===== src/rtl/whack_detector.sv =====
// Whack-a-mole player input path: per-button sync + debounce, press encoding,
// one judgment per mole appearance, saturating score/miss counters.

module whack_debounce #(
  parameter int DEBOUNCE_CYCLES = 250000,
  parameter int CNT_W           = $clog2(DEBOUNCE_CYCLES + 1)
) (
  input  logic clk,
  input  logic rst_n,
  input  logic raw,
  output logic press
);
  localparam logic [CNT_W-1:0] CNT_LAST = CNT_W'(DEBOUNCE_CYCLES - 1);

  logic             s1, s2, lvl, lvl_q;
  logic [CNT_W-1:0] cnt;

  always_ff @(posedge clk) begin
    if (!rst_n) begin
      s1    <= 1'b0;
      s2    <= 1'b0;
      lvl   <= 1'b0;
      lvl_q <= 1'b0;
      cnt   <= '0;
      press <= 1'b0;
    end else begin
      s1    <= raw;
      s2    <= s1;
      lvl_q <= lvl;
      press <= lvl & ~lvl_q;
      // the flip lands on the DEBOUNCE_CYCLES-th consecutive differing sample
      if (s2 != lvl) begin
        if (cnt == CNT_LAST) begin
          lvl <= ~lvl;
          cnt <= '0;
        end else begin
          cnt <= cnt + 1'b1;
        end
      end else begin
        cnt <= '0;
      end
    end
  end
endmodule

module whack_detector #(
  parameter int DEBOUNCE_CYCLES = 250000
) (
  input  logic       clk,
  input  logic       rst_n,
  input  logic [4:0] btn_raw,
  input  logic [4:0] mole,
  input  logic       mole_valid,
  input  logic       score_clr,
  output logic       hit,
  output logic       miss,
  output logic [2:0] hit_idx,
  output logic [7:0] score,
  output logic [7:0] miss_count
);
  localparam int NUM_LANES = 5;
  localparam int CNT_W     = $clog2(DEBOUNCE_CYCLES + 1);

  localparam logic [1:0] IDLE   = 2'd0;
  localparam logic [1:0] ARMED  = 2'd1;
  localparam logic [1:0] LOCKED = 2'd2;

  logic [NUM_LANES-1:0] ev;
  logic [NUM_LANES-1:0] mole_q;
  logic [1:0]           state;
  logic [2:0]           ev_idx;
  logic                 ev_one, judge, judge_hit;

  for (genvar gi = 0; gi < NUM_LANES; gi++) begin : g_lane
    whack_debounce #(
      .DEBOUNCE_CYCLES(DEBOUNCE_CYCLES),
      .CNT_W          (CNT_W)
    ) u_db (
      .clk  (clk),
      .rst_n(rst_n),
      .raw  (btn_raw[gi]),
      .press(ev[gi])
    );
  end

  always_comb begin
    ev_one = $onehot(ev);
    ev_idx = 3'b111;
    if (ev_one) begin
      for (int i = 0; i < NUM_LANES; i++)
        if (ev[i]) ev_idx = 3'(i);
    end
  end

  // a single press equal to the pattern implies the pattern is one-hot too
  assign judge     = (state == ARMED) && (|ev);
  assign judge_hit = ev_one && (ev == mole) && mole_valid;

  always_ff @(posedge clk) begin
    if (!rst_n) begin
      state   <= IDLE;
      mole_q  <= '0;
      hit     <= 1'b0;
      miss    <= 1'b0;
      hit_idx <= 3'b111;
    end else begin
      hit  <= judge & judge_hit;
      miss <= judge & ~judge_hit;
      if (judge) hit_idx <= ev_idx;
      case (state)
        IDLE: if (mole_valid) begin
          state  <= ARMED;
          mole_q <= mole;
        end
        ARMED: begin
          if (mole != mole_q) mole_q <= mole;
          if (!mole_valid)    state  <= IDLE;
          else if (|ev)       state  <= LOCKED;
        end
        LOCKED: begin
          if (!mole_valid) begin
            state <= IDLE;
          end else if (mole != mole_q) begin
            state  <= ARMED;
            mole_q <= mole;
          end
        end
        default: state <= IDLE;
      endcase
    end
  end

  always_ff @(posedge clk) begin
    if (!rst_n || score_clr) begin
      score      <= '0;
      miss_count <= '0;
    end else begin
      if (judge && judge_hit && score != 8'hFF)       score      <= score + 1'b1;
      if (judge && !judge_hit && miss_count != 8'hFF) miss_count <= miss_count + 1'b1;
    end
  end
endmodule


===== config.mk =====
export PLATFORM = sky130hd
export DESIGN_NAME = whack_detector
export DESIGN_NICKNAME = d
export VERILOG_FILES = /design/src/rtl/whack_detector.sv
export SDC_FILE = /design/constraint.sdc
export NUM_CORES = 1
export LEC_CHECK = 0
export ABC_CLOCK_PERIOD_IN_PS = 3650
export CORE_AREA = 3 3 123 125
export CTS_BUF_LIST = sky130_fd_sc_hd__clkbuf_8 sky130_fd_sc_hd__clkbuf_16
export CTS_CLUSTER_DIAMETER = 40
export CTS_CLUSTER_SIZE = 10
export DETAILED_ROUTE_END_ITERATION = 6
export DIE_AREA = 0 0 126 128
export GPL_ROUTABILITY_DRIVEN = 0
export PLACE_DENSITY = 0.68
export SYNTH_ARGS = -nofsm -noshare
export SYNTH_HDL_FRONTEND = slang
export SYNTH_SLANG_ARGS = --single-unit

===== constraint.sdc =====
create_clock -name clk -period 3.65 [get_ports clk]
set_clock_uncertainty 0.15 [all_clocks]
set_input_delay 0.5475 -clock clk [delete_from_list [all_inputs] [get_ports clk]]
set_output_delay 0.5475 -clock clk [all_outputs]
set_load 0.005 [all_outputs]

==> impl_results.md <==
- Clock Latency Late Sink: about 420 ps
- GR Overflow Total: 0
- Max-slew violations: 0
- Vias in the first global route: approximately 4800
- Site Rows: 43
- Critical Path AT: 3430 ps
- Outcome: finished clean
- Core Region: around 14000 sq um
- Max stage delay on crit path: slightly above 500 ps
- Max VDD drop: 0.322 mV
- Die X: 126 microns
- Initial DRC count: roughly 280
- Syn Nets: 730
- Share of layout cells above drive strength 1: 0.0682
- Worst-path fanout max: 15
- Logic gate share of total power: 0.038
- Hold path depth: 1
- CTS tree: built
- Overall Global Routing Usage: 0.156
- Unique masters post-synth: 53
- Most numerous cell in the Yosys netlist: dfxtp_1
- Final wirelength: approximately 12000 microns
- RSZ-0062 raised after global routing: no
- Critical path class: reg2reg
- Hold_buf cts: 0
- CTS buffer count: 17
- Placed inst area: roughly 6800 sq um
- Crit-path cells: inv_1 > fa_1 > fa_1 > inv_1 > ha_1 > nor4b_1 > nand4_1 > nor2_2 > a31oi_1 > a41o_1
- Most common library cells after synthesis: dfxtp_1 (143), nor2_1 (118), xor2_1 (51)
- Power Density: between 400 and 500 nW/um^2
- Clock power frac: 0.516
- Antenna Nets Post-Route: 0
- Hold_sp: g_lane[3].u_db.lvl_q$_SDFF_PN0_
- Yosys warns: 0
- ANT cells: 0
- H-tree levels: 4
- Final Cell Area: between 7000 and 8000 sq um
- DR vias: around 4800
- Routed wire length per instance: between 10 and 15 microns
- Clk buf depth: 2
- CP Launch Type: register
- Total Neg Setup Slack: 0 ps
- Critical R2R Launch: g_lane[0].u_db.press$_SDFF_PN0_
- Post-CTS Resized: 0
- R2r worst-path depth: 10
- Post-synth EDFFs: 0
- Avg Inst Size Synth: between 9 and 10 sq um
- PortBufs: 34
- Switch share: 0.217
- Main synth FF type: dfxtp_1
- Hold crit path type: reg2reg
- PnR worst setup slack: between 300 and 400 ps
- Synth top area share: 0.454
- Worst Tran Pin Value: approximately 730 ps
- Post-CTS setup buffer count: 0
- Top Ports: 35
- Drt drc: 0
- Die area: 16100 sq um
- Non-filler cells, final: between 900 and 1000
- CP top delay family: adder cells
- Async set-or-reset flop fraction in the synthesized netlist: 0
- Root Driver: clkbuf_16
- Initial Utilization: 0.450
- Yosys reg bits: about 140
- Die Y: ~130 microns
- P_sw: just under 800 uW
- Internal: 2800 uW
- Clk slew on worst S/H paths: 60 ps
- Relative slew slack: 0.513
- Inst Count DP: about 900
- Yosys top cell by area: dfxtp_1
- Synthesized instance count: 700
- DR vias/cell: 5.20
- First-pass GRT wire length: 21100 microns
- Initial antenna violation count: 0
- Synthesized area: 6300 sq um
- Cell at the slowest stage of the critical path: fa_1
- Seq pwr share: 0.446
- Reg2reg end: score[2]$_SDFFE_PP0P_
- Final Cycle Share: 0.897
- Worst Hold End: g_lane[3].u_db.press$_SDFF_PN0_
- Clk sinks: 143
- Top post-synthesis cells by area: dfxtp_1 (45%), xor2_1 (7.1%), nor2_1 (7.0%)
- HPWL Detailed: between 8000 and 9000 microns
- Seq/Total Area, Yosys: 0.454
- Endpoint class of the critical path: register
- Fin nets: between 700 and 800
- Setup slack, reg-to-reg: ~380 ps
- Setup violators final: 0
- Initial DRT Pass Iterations: 4
- Pleak: ~0.0026 uW
- Max cap viols: 0
- Final Util: 0.530
- Synth-to-Final Area Change: 17.6%
- Req. time, crit path: 3810 ps
- Dpl ws: 412 ps
- Final Hold Viols: 0
- Fmax: slightly above 300 MHz
- Tmin final: around 3300 ps
- Largest net degree at the start of global routing: 22
- Crit path buffers/inverters: 2
==> flip-flops by register name, summed over array words and instances, names as in the netlist <==
register	flops
g_lane.u_db.lvl_q	5
g_lane.u_db.s1	5
g_lane.u_db.press	5
miss_count	8
miss	1
score	8
hit_idx	3
hit	1
g_lane.u_db.cnt	90
state	2
g_lane.u_db.lvl	5
mole_q	5
g_lane.u_db.s2	5
==> worst register-to-register path, cell delays in order, from the launching register on <==
cell and delay [ps]:
dfxtp_1 370, inv_1 100, fa_1 510, fa_1 430, inv_1 70, ha_1 220, nor4b_1 300, nand4_1 170
nor2_2 460, a31oi_1 160, a41o_1 230
==> per-layer routing <==
metal | vias to the layer above | share of wire | global-route usage
met5 | - | 0 | 0
met4 | 0 | 0.013 | 0.0587
met3 | 16 | 0.033 | 0.0425
met2 | 74 | 0.49 | 0.264
met1 | 2281 | 0.46 | 0.190
li1 | 2451 | - | -
==> power groups by stage <==
stage	logic (uW)	registers, uW	clock network (uW)
after CTS	137	1590	1880
after global placement	133	1630	0
after floorplan	99.7	1630	0
after detailed placement	137	1630	0
final	136	1590	1840
after global routing	151	1600	1950
==> stage by stage <==
| stage | hold slack (ps) | total power, uW |
|---|---|---|
| 3_5_place_dp | 234 | 1770 |
| 5_1_grt | 256 | 3700 |
| 6_report | 236 | 3570 |
| 4_1_cts | 240 | 3610 |
| 3_3_place_gp | 226 | 1760 |
| 2_1_floorplan | 217 | 1730 |
==> worst max-delay path by stage <==
stage / cells after the start / end / startpoint
6_report: 10 / score[2]$_SDFFE_PP0P_ / g_lane[0].u_db.press$_SDFF_PN0_
5_1_grt: 10 / score[7]$_SDFFE_PP0P_ / g_lane[0].u_db.press$_SDFF_PN0_
4_1_cts: 10 / score[2]$_SDFFE_PP0P_ / g_lane[0].u_db.press$_SDFF_PN0_
3_5_place_dp: 10 / score[2]$_SDFFE_PP0P_ / g_lane[0].u_db.press$_SDFF_PN0_
3_3_place_gp: 10 / score[2]$_SDFFE_PP0P_ / g_lane[0].u_db.press$_SDFF_PN0_
2_1_floorplan: 11 / miss_count[0]$_SDFFE_PP0P_ / g_lane[0].u_db.press$_SDFF_PN0_
==> final cells by class <==
class,count,area [sq um]
fill,1288,6580
multi-input combinational,515,3240
sequential,143,2860
clock buffer,17,425
timing repair buffer,38,370
tap,180,225
clock inverter,15,209
inverter,20,75.1
==> cell usage in the layout (no fill, tap or decap), types with 2 or more instances in the layout <==
cell type / netlist / layout
fa_1: 2 / 2
nand2_1: 49 / 49
nand4_1: 20 / 20
mux2i_1: 10 / 10
buf_4: 4 / 4
clkbuf_16: 0 / 17
nand2b_1: 2 / 2
bufinv_16: 0 / 4
nor4b_1: 7 / 7
dfxtp_1: 143 / 143
xnor2_1: 45 / 45
ha_1: 14 / 14
and3_1: 13 / 13
nand3_1: 48 / 48
inv_1: 20 / 20
xor2_1: 51 / 51
a21oi_1: 10 / 10
clkinvlp_4: 0 / 3
o21ai_1: 4 / 4
nor2b_1: 16 / 16
and4_1: 15 / 15
or3_1: 6 / 6
a31oi_1: 3 / 3
nor3_1: 6 / 6
o21ai_0: 9 / 9
a41o_1: 4 / 4
nor2_2: 2 / 2
o211ai_1: 3 / 3
nor4_1: 10 / 10
clkinv_4: 0 / 3
nand3b_1: 4 / 4
clkdlybuf4s50_1: 0 / 34
or2_2: 4 / 4
inv_6: 0 / 4
and2_1: 20 / 20
nor2_1: 118 / 118
==> kinds of logic after synthesis <==
kind of cell    count (synthesis)  synth area share
simple gates                  349             0.285
fa+ha+maj                      16            0.0342
flops                         143             0.454
buf+inv                        42            0.0308
mux                            10            0.0159
xor+xnor                       96             0.133
compound gates                 44            0.0469
(Power assumes the default switching activity.)
